===== src/rtl/pc_gen_pkg.sv =====
// Shared types and default parameters for the program-counter generator.
package pc_gen_pkg;

  localparam int unsigned XLEN_DEFAULT         = 64;
  localparam int unsigned NUM_REDIR_DEFAULT    = 3;
  localparam int unsigned FETCH_BYTES_DEFAULT  = 4;
  localparam int unsigned FLUSH_CYCLES_DEFAULT = 1;
  localparam int unsigned EPOCH_W_DEFAULT      = 4;
  localparam int unsigned FLUSH_CNT_W          = 4;

  localparam logic [63:0] START_ADDR_DEFAULT = 64'h0000_0000_8000_0000;

  // Fetch-address generator control states
  typedef enum logic [1:0] {
    ST_BOOT  = 2'd0,
    ST_RUN   = 2'd1,
    ST_FLUSH = 2'd2,
    ST_FAULT = 2'd3
  } pc_state_e;

endpackage : pc_gen_pkg


===== src/rtl/pc_redir_sel.sv =====
// Fixed-priority redirect selector: lowest-index valid channel wins.
module pc_redir_sel
  import pc_gen_pkg::*;
#(
  parameter int unsigned XLEN      = XLEN_DEFAULT,
  parameter int unsigned NUM_REDIR = NUM_REDIR_DEFAULT
) (
  input  logic [NUM_REDIR-1:0]      redir_valid,
  input  logic [NUM_REDIR*XLEN-1:0] redir_pc,
  output logic [NUM_REDIR-1:0]      grant_c,
  output logic [XLEN-1:0]           target_c
);

  // Isolate the lowest set bit to form a one-hot grant
  always_comb begin
    grant_c = redir_valid & (~redir_valid + NUM_REDIR'(1));
  end

  // AND-OR mux of the granted channel's target
  always_comb begin
    target_c = '0;
    for (int unsigned k = 0; k < NUM_REDIR; k++) begin
      target_c = target_c | ({XLEN{grant_c[k]}} & redir_pc[k*XLEN +: XLEN]);
    end
  end

endmodule : pc_redir_sel


===== src/rtl/pc_gen.sv =====
// Fetch PC generator: sequential advance, prioritised redirects with
// epoch tagging, post-redirect flush bubbles and misalignment fault.
module pc_gen
  import pc_gen_pkg::*;
#(
  parameter int unsigned XLEN         = XLEN_DEFAULT,
  parameter logic [63:0] START_ADDR   = START_ADDR_DEFAULT,
  parameter int unsigned NUM_REDIR    = NUM_REDIR_DEFAULT,
  parameter int unsigned FETCH_BYTES  = FETCH_BYTES_DEFAULT,
  parameter int unsigned FLUSH_CYCLES = FLUSH_CYCLES_DEFAULT,
  parameter int unsigned EPOCH_W      = EPOCH_W_DEFAULT
) (
  input  logic                      clk,
  input  logic                      rst,
  input  logic [NUM_REDIR-1:0]      redir_valid,
  input  logic [NUM_REDIR*XLEN-1:0] redir_pc,
  input  logic                      stall,
  input  logic                      pc_ready,
  output logic [XLEN-1:0]           pc_o,
  output logic                      pc_valid,
  output logic [EPOCH_W-1:0]        epoch_o,
  output logic                      misalign_o
);

  localparam int unsigned OFF_W = $clog2(FETCH_BYTES);

  // Parameter sanity: power-of-two fetch width >= 2, flush length fits counter
  if (FETCH_BYTES < 2 || (FETCH_BYTES & (FETCH_BYTES - 1)) != 0) begin : g_bad_fetch
    $error("pc_gen: FETCH_BYTES must be a power of two >= 2");
  end
  if (FLUSH_CYCLES > 15) begin : g_bad_flush
    $error("pc_gen: FLUSH_CYCLES must be 0..15");
  end

  pc_state_e               state;
  logic [FLUSH_CNT_W-1:0]  flush_cnt;

  logic [NUM_REDIR-1:0]    sel_grant_c;
  logic [XLEN-1:0]         sel_target_c;
  logic                    redir_c;
  logic                    target_misaligned_c;
  logic                    fire_c;

  pc_redir_sel #(
    .XLEN      (XLEN),
    .NUM_REDIR (NUM_REDIR)
  ) u_redir_sel (
    .redir_valid (redir_valid),
    .redir_pc    (redir_pc),
    .grant_c     (sel_grant_c),
    .target_c    (sel_target_c)
  );

  // Redirect qualification and fetch handshake
  always_comb begin
    redir_c             = |sel_grant_c;
    target_misaligned_c = |sel_target_c[OFF_W-1:0];
    fire_c              = pc_valid & pc_ready & ~stall;
  end

  // Control FSM with registered outputs; redirects pre-empt every state
  always_ff @(posedge clk) begin
    if (rst) begin
      state      <= ST_BOOT;
      pc_o       <= XLEN'(START_ADDR);
      pc_valid   <= 1'b0;
      epoch_o    <= '0;
      misalign_o <= 1'b0;
      flush_cnt  <= '0;
    end else if (redir_c) begin
      pc_o    <= sel_target_c;
      epoch_o <= epoch_o + EPOCH_W'(1);
      if (target_misaligned_c) begin
        state      <= ST_FAULT;
        misalign_o <= 1'b1;
        pc_valid   <= 1'b0;
        flush_cnt  <= '0;
      end else begin
        misalign_o <= 1'b0;
        if (FLUSH_CYCLES == 0) begin
          state     <= ST_RUN;
          pc_valid  <= 1'b1;
          flush_cnt <= '0;
        end else begin
          state     <= ST_FLUSH;
          pc_valid  <= 1'b0;
          flush_cnt <= FLUSH_CNT_W'(FLUSH_CYCLES);
        end
      end
    end else begin
      case (state)
        ST_BOOT: begin
          state    <= ST_RUN;
          pc_valid <= 1'b1;
        end
        ST_RUN: begin
          pc_valid <= 1'b1;
          if (fire_c) begin
            pc_o <= pc_o + XLEN'(FETCH_BYTES);
          end
        end
        ST_FLUSH: begin
          if (flush_cnt <= FLUSH_CNT_W'(1)) begin
            state     <= ST_RUN;
            pc_valid  <= 1'b1;
            flush_cnt <= '0;
          end else begin
            flush_cnt <= flush_cnt - FLUSH_CNT_W'(1);
          end
        end
        ST_FAULT: begin
          pc_valid   <= 1'b0;
          misalign_o <= 1'b1;
        end
        default: begin
          state    <= ST_BOOT;
          pc_valid <= 1'b0;
        end
      endcase
    end
  end

endmodule : pc_gen


===== config.mk =====
export PLATFORM = sky130hd
export DESIGN_NAME = pc_gen
export DESIGN_NICKNAME = d
export VERILOG_FILES = /design/src/rtl/pc_gen_pkg.sv /design/src/rtl/pc_redir_sel.sv /design/src/rtl/pc_gen.sv
export SDC_FILE = /design/constraint.sdc
export NUM_CORES = 1
export LEC_CHECK = 0
export CELL_PAD_IN_SITES_DETAIL_PLACEMENT = 2
export CELL_PAD_IN_SITES_GLOBAL_PLACEMENT = 2
export CORE_ASPECT_RATIO = 2
export CORE_MARGIN = 2
export CORE_UTILIZATION = 23
export CTS_CLUSTER_DIAMETER = 100
export DETAILED_ROUTE_END_ITERATION = 8
export PLACE_DENSITY_LB_ADDON = 0.1
export SYNTH_ARGS = -nofsm -noshare
export SYNTH_HDL_FRONTEND = slang
export SYNTH_SLANG_ARGS = --single-unit

===== constraint.sdc =====
create_clock -name clk -period 3.6 [get_ports clk]
set_clock_uncertainty 0.15 [all_clocks]
set_input_delay 0.36 -clock clk [delete_from_list [all_inputs] [get_ports clk]]
set_output_delay 0.36 -clock clk [all_outputs]
set_load 0.01 [all_outputs]

## Word-level counts from Yosys, hierarchy flattened

Cells that the tools add are included.

| word-level totals | value |
|---|---|
| bits of input ports | 199 |
| word-level logic and storage cells | 54 |
| register bits | 76 |
| output and inout port bits | 70 |

| operators by class | value |
|---|---|
| equality and inequality tests | 5 |
| bitwise operators | 10 |
| mux-type cells | 16 |
| reduce and logical (&&, ||, !) cells | 12 |
| order comparisons | 1 |
| $add $sub $neg | 4 |

Operator list:

| kind | number |
|---|---|
| 64-bit bitwise AND | 3 |
| 64-bit two-way mux | 3 |
| 64-bit bitwise OR | 2 |
| 64-bit by 3-bit adder with 64-bit output (second input constant) | 1 |
| 4-bit two-way mux | 3 |
| 2-bit nonzero test | 4 |
| 1-bit two-way mux | 6 |
| 4-bit by 1-bit adder with 4-bit output (second input constant) | 1 |
| 2-bit == test (second input constant) | 2 |
| 4-bit by 1-bit <= comparator with 1-bit output (second input constant) | 1 |
| 2-bit two-way mux | 2 |
| 2-bit case mux with 2 select lines | 1 |
| 2-bit AND reduction | 2 |
| 2-bit OR reduction | 2 |
| 4-bit OR reduction | 1 |
| 4-bit by 1-bit subtractor with 4-bit output (second input constant) | 1 |
| 3-bit by 1-bit adder with 3-bit output (second input constant) | 1 |
| 3-bit bitwise AND | 1 |
| 3-bit != test (second input constant) | 1 |
| 3-bit NOT | 1 |
| 1-bit case mux with 3 select lines | 1 |
| 3-bit nonzero test | 1 |
| 3-bit OR reduction | 1 |
| 1-bit bitwise AND | 2 |
| 4 further kinds | 4 |

## Longest topological paths before layout

| depth | value |
|---|---|
| word-level depth | 9 |
| gate-level depth with buffers | 9 |
| mapped depth without buffers | 7 |

## Cells and area by module

A second synthesis with hierarchy kept.

| second synthesis, totals | value |
|---|---|
| cell total of the unflattened synthesis | 782 |
| area total of the unflattened synthesis | 5948.2 um^2 |

Modules (own cells, without submodules):

| module | area each (um^2) | instances | cells an instance |
|---|---|---|---|
| pc_gen | 4036.4 | 1 | 488 |
| pc_redir_sel | 1911.8 | 1 | 294 |

## Worst setup path after synthesis

OpenSTA, ideal clock, no wires.

| timing path | value |
|---|---|
| path type | register -> register |
| from | reg pc_o[2] |
| to | reg pc_o[26] |
| slack | 1.463 ns |
| buffers on the path | 0 |
| arrival | 1.901 ns |
| setup time | 0.086 ns |
| stages on the path, launching flop included | 8 |
| data required time | 3.364 ns |
| clock period less this slack | 2.137 ns |
| cells stage by stage | dfxtp_1 ha_1 nand2_1 nor4_1 and4b_1 nand2_1 xor2_1 a211oi_1 |

| between the ends | value |
|---|---|
| word-level cells in the longest chain between the ends | 4 |

Ends and longest elaborated chain:

| what | RTL line | RTL |
|---|---|---|
| start, declared | pc_gen.sv:19 | `output logic [XLEN-1:0] pc_o,` |
| start signal, assigned | pc_gen.sv:65 | `pc_o <= XLEN'(START_ADDR);` |
| start signal, assigned | pc_gen.sv:71 | `pc_o <= sel_target_c;` |
| start signal, assigned | pc_gen.sv:99 | `pc_o <= pc_o + XLEN'(FETCH_BYTES);` |
| 64-bit by 3-bit adder with 64-bit output | pc_gen.sv:99 |  |
| 64-bit two-way mux | pc_gen.sv:98 | `if (fire_c) begin` |
| 64-bit two-way mux | pc_gen.sv:91 | `case (state)` |
| 64-bit two-way mux | pc_gen.sv:70 | `end else if (redir_c) begin` |

Every way passes these cells. The select of a mux whose other input is x is not followed.
A chain may end at the register's enable or synchronous reset.

## Final worst setup path

| timing path | value |
|---|---|
| from | reg pc_o[19] |
| to | reg pc_o[55] |

Same word-level chain as after synthesis.

==> qor_table.md <==
| Stage | Quantity | Reported |
|:---|:---|:---|
| pwr | Total power density per cell area | 320 nW/um^2 |
| clocking | # hold bufs at CTS | 0 |
| global routing | Vias in the first global route | 7567 |
| setup path | Critical path peak fanout | 16 |
| hold path | Worst hold path type | in -> reg |
| logic synthesis | Flip-flop and latch count after synthesis | 76 |
| clocking | Clock tree from TritonCTS | built |
| sta | Final Hold Violating Endpoints | 0 |
| detailed routing | Via Count | 6610 |
| run | Maximum capacitance violations | 0 |
| clocking | Post-cts repair resize count | 0 |
| sta | Fraction of the cycle the final worst path needs | 0.822 |
| detailed routing | Drt initial violations | 177 |
| setup path | Required time of the worst setup path | 3710 ps |
| setup path | Number of cell instances on the worst register-to-register path | 6 |
| sta | Headroom to the max-slew limit | 0.492 |
| sta | Setup repair after global routing missed its margin | no |
| pwr | Static Leak | 2.87 nW |
| sta | Total negative setup slack | 0 ps |
| placed design | Hpwl dp | 22.2 mm |
| logic synthesis | Number of cells produced by synthesis | 714 |
| global routing | Sum of overflow across all layers after global routing | 0 |
| sta | Maximum clock frequency | 338 MHz |
| global routing | Initial antenna violation count | 0 |
| hold path | WHS Endpoint | epoch_o[0] |
| die | Placeable Area | 22700 um^2 |
| detailed routing | Post-route DRC violation count | 0 |
| hold path | Hold Crit Start | rst |
| final layout | Fraction of final layout cells with drive strength greater than 1 | 0.0574 |
| clocking | Longest Clk Path Bufs | 2 |
| logic synthesis | Part of the Yosys area used for sequential elements | 0.286 |
| setup path | Worst path arrival time | 3070 ps |
| sta | Tightest Pin Transition | 762 ps |
| clocking | Buffers inserted by post-CTS timing repair | 0 |
| sta | Final setup fails | 0 |
| clocking | Clock latency reported for the late side of the worst-skew pair | 350 ps |
| setup path | Kind of end point of the critical path | register |
| logic synthesis | Share of synthesized registers carrying an async set or reset | 0 |
| setup path | Critical path startpoint category | register |
| placed design | # port buffers | 268 |
| logic synthesis | Cell accounting for the most synthesized area | dfxtp_1 |
| placed design | Area of placed instances | 8250 um^2 |
| logic synthesis | Syn_nets | 917 |
| final layout | Fill cell count | 2638 |
| clocking | Count of clock tree sinks | 76 |
| detailed routing | Final wirelength | 27.7 mm |
| clocking | CTS buffer count | 9 |
| clocking | Number of levels in the clock H-tree | 3 |
| logic synthesis | Most frequent cell after synthesis | nor2_1 |
| final layout | Signed area change from the synthesized netlist to the final layout | 61.1% |
| setup path | Startpoint of the lowest-slack register-to-register path | pc_o[19] |
| logic synthesis | Most instantiated cells after synthesis | nor2_1, dfxtp_1, a211oi_1, a21oi_1, nand2_1 |
| detailed routing | Routed Antenna Nets | 0 |
| setup path | Reg-to-reg setup timing slack | 640 ps |
| final layout | Final Instance Area | 8570 um^2 |
| hold path | Cell depth of the worst hold path | 2 |
| die | Vertical die dimension | 219 um |
| die | Total die area | 24400 um^2 |
| global routing | GR Util All Layers | 0.225 |
| die | Top Ports | 269 |
| setup path | Kind of critical path | reg -> reg |
| logic synthesis | Total standard cell area after synthesis | 5320 um^2 |
| sta | Max Slew Vio Count | 0 |
| die | Die Width | 112 um |
| logic synthesis | Commonest register cell after synthesis | dfxtp_1 |
| clocking | Clock transition at the register clock pins on the worst setup and hold paths after CTS | 60 ps |
| placed design | Final weighted congestion in routability-driven placement | 0.811 |
| detailed routing | Routed length per placed instance | 22.4 um |
| detailed routing | Number of optimization iterations in the first detailed-route pass | 4 |
| logic synthesis | Number of enable-type register cells in the synthesized netlist | 0 |
| sta | Shortest period the worst path allows | 2960 ps |
| pwr | Peak ir drop on the vdd network | 0.183 mV |
| status | Status | finished, final reports clean |
| global routing | Largest net degree at the start of global routing | 82 |
| setup path | FF-to-FF End | pc_o[55] |
| final layout | Layout Nets | 1156 |
| global routing | First-pass GRT wire length | 42.6 mm |
| logic synthesis | Share of Yosys cell area claimed by the top area cell type | 0.286 |
| clocking | Root Driver | clkbuf_16 |
| final layout | Count of inserted antenna diode cells | 0 |
| die | Initial Util | 0.234 |
| die | Num rows | 78 |
| logic synthesis | Yosys cell types | 61 |
| logic synthesis | Leading post-synthesis cells by cell area | dfxtp_1, a211oi_1, nor2_1 |
| logic synthesis | Post-synthesis average cell area | 7.45 um^2 |
| logic synthesis | Yosys warning count | 0 |
| detailed routing | Mean number of vias per cell | 5.34 |
routing by layer:
layer | wire (um) | GRT usage | vias up | share of wire
li1 | - | - | 3124 | -
met3 | 1270 | 0.0445 | 44 | 0.046
met1 | 9550 | 0.211 | 3211 | 0.34
met5 | 0 | 0 | - | 0
met4 | 932 | 0.0885 | 0 | 0.034
met2 | 16000 | 0.465 | 231 | 0.58
sequential cells by signal, summed over array words and instances, names as in the netlist:
signal,count
misalign_o,1
flush_cnt,4
pc_o,64
epoch_o,4
state,2
pc_valid,1
cells in the final DEF (no fill, tap or decap), types with 15 or more instances in the layout:
cell type        instances
xor2_1                  15
o22ai_1                 36
o21ai_0                 30
nand3_1                 36
nor2_1                  91
clkdlybuf4s50_1        265
a21oi_1                 57
dfxtp_1                 76
mux2i_1                 24
nand2_1                 49
nor3_1                  21
xnor2_1                 29
a211oi_1                57
how the worst max path moves through the flow:
stage	slack, ps	end	from	depth (start not counted)
after floorplan	1460	pc_o[26]	pc_o[2]	7
after global placement	650	pc_o[62]	stall	7
after detailed placement	640	pc_o[63]	stall	7
after CTS	660	pc_o[35]	pc_o[19]	5
after global routing	360	pc_o[55]	pc_o[19]	6
final	640	pc_o[55]	pc_o[19]	6
power by group:
group | internal (mW) | total [mW] | switching, mW | leakage, nW
clock network | 0.623 | 1.01 | 0.389 | 0.159
registers | 0.905 | 1.00 | 0.0952 | 0.630
logic | 0.419 | 0.727 | 0.308 | 2.08
total | 1.95 | 2.74 | 0.792 | 2.87
cell families after synthesis:
group           count (synthesis)  share of synthesized area
compound gates                220                      0.264
xor+xnor                       44                     0.0724
mux                            24                     0.0452
flops                          76                      0.286
simple gates                  283                      0.276
buf+inv                        63                     0.0463
fa+ha+maj                       4                    0.00941
layout make-up:
cell class / instances / area, um^2 / area share
Multi-Input combinational cell: 575 / 3560 / 0.416
Timing Repair Buffer: 281 / 2780 / 0.324
Sequential cell: 76 / 1520 / 0.178
Tap cell: 280 / 350 / 0.0409
Clock buffer: 11 / 243 / 0.0283
Clock inverter: 5 / 75.1 / 0.00876
Inverter: 10 / 37.5 / 0.00438
worst max-delay path: stages, from the launching register on:
cell and delay, ps:
dfxtp_1 420, nand3_1 290, nor3_1 550, nand4_2 600
nor4_1 490, xnor2_1 110, a211oi_1 250
metrics by stage:
step / worst slack (ps) / power (mW) / hold slack [ps] / util / cells
after CTS: 659 / 2.78 / 234 / 0.377 / 1238
after floorplan: 1460 / 1.28 / 322 / - / 714
final: 641 / 2.74 / 239 / 0.377 / 1238
after global placement: 654 / 1.73 / 327 / 0.363 / 1222
after detailed placement: 645 / 1.76 / 358 / 0.363 / 1222
after global routing: 359 / 2.86 / 279 / 0.377 / 1238
Note: power is estimated with default switching activity, not from simulation.
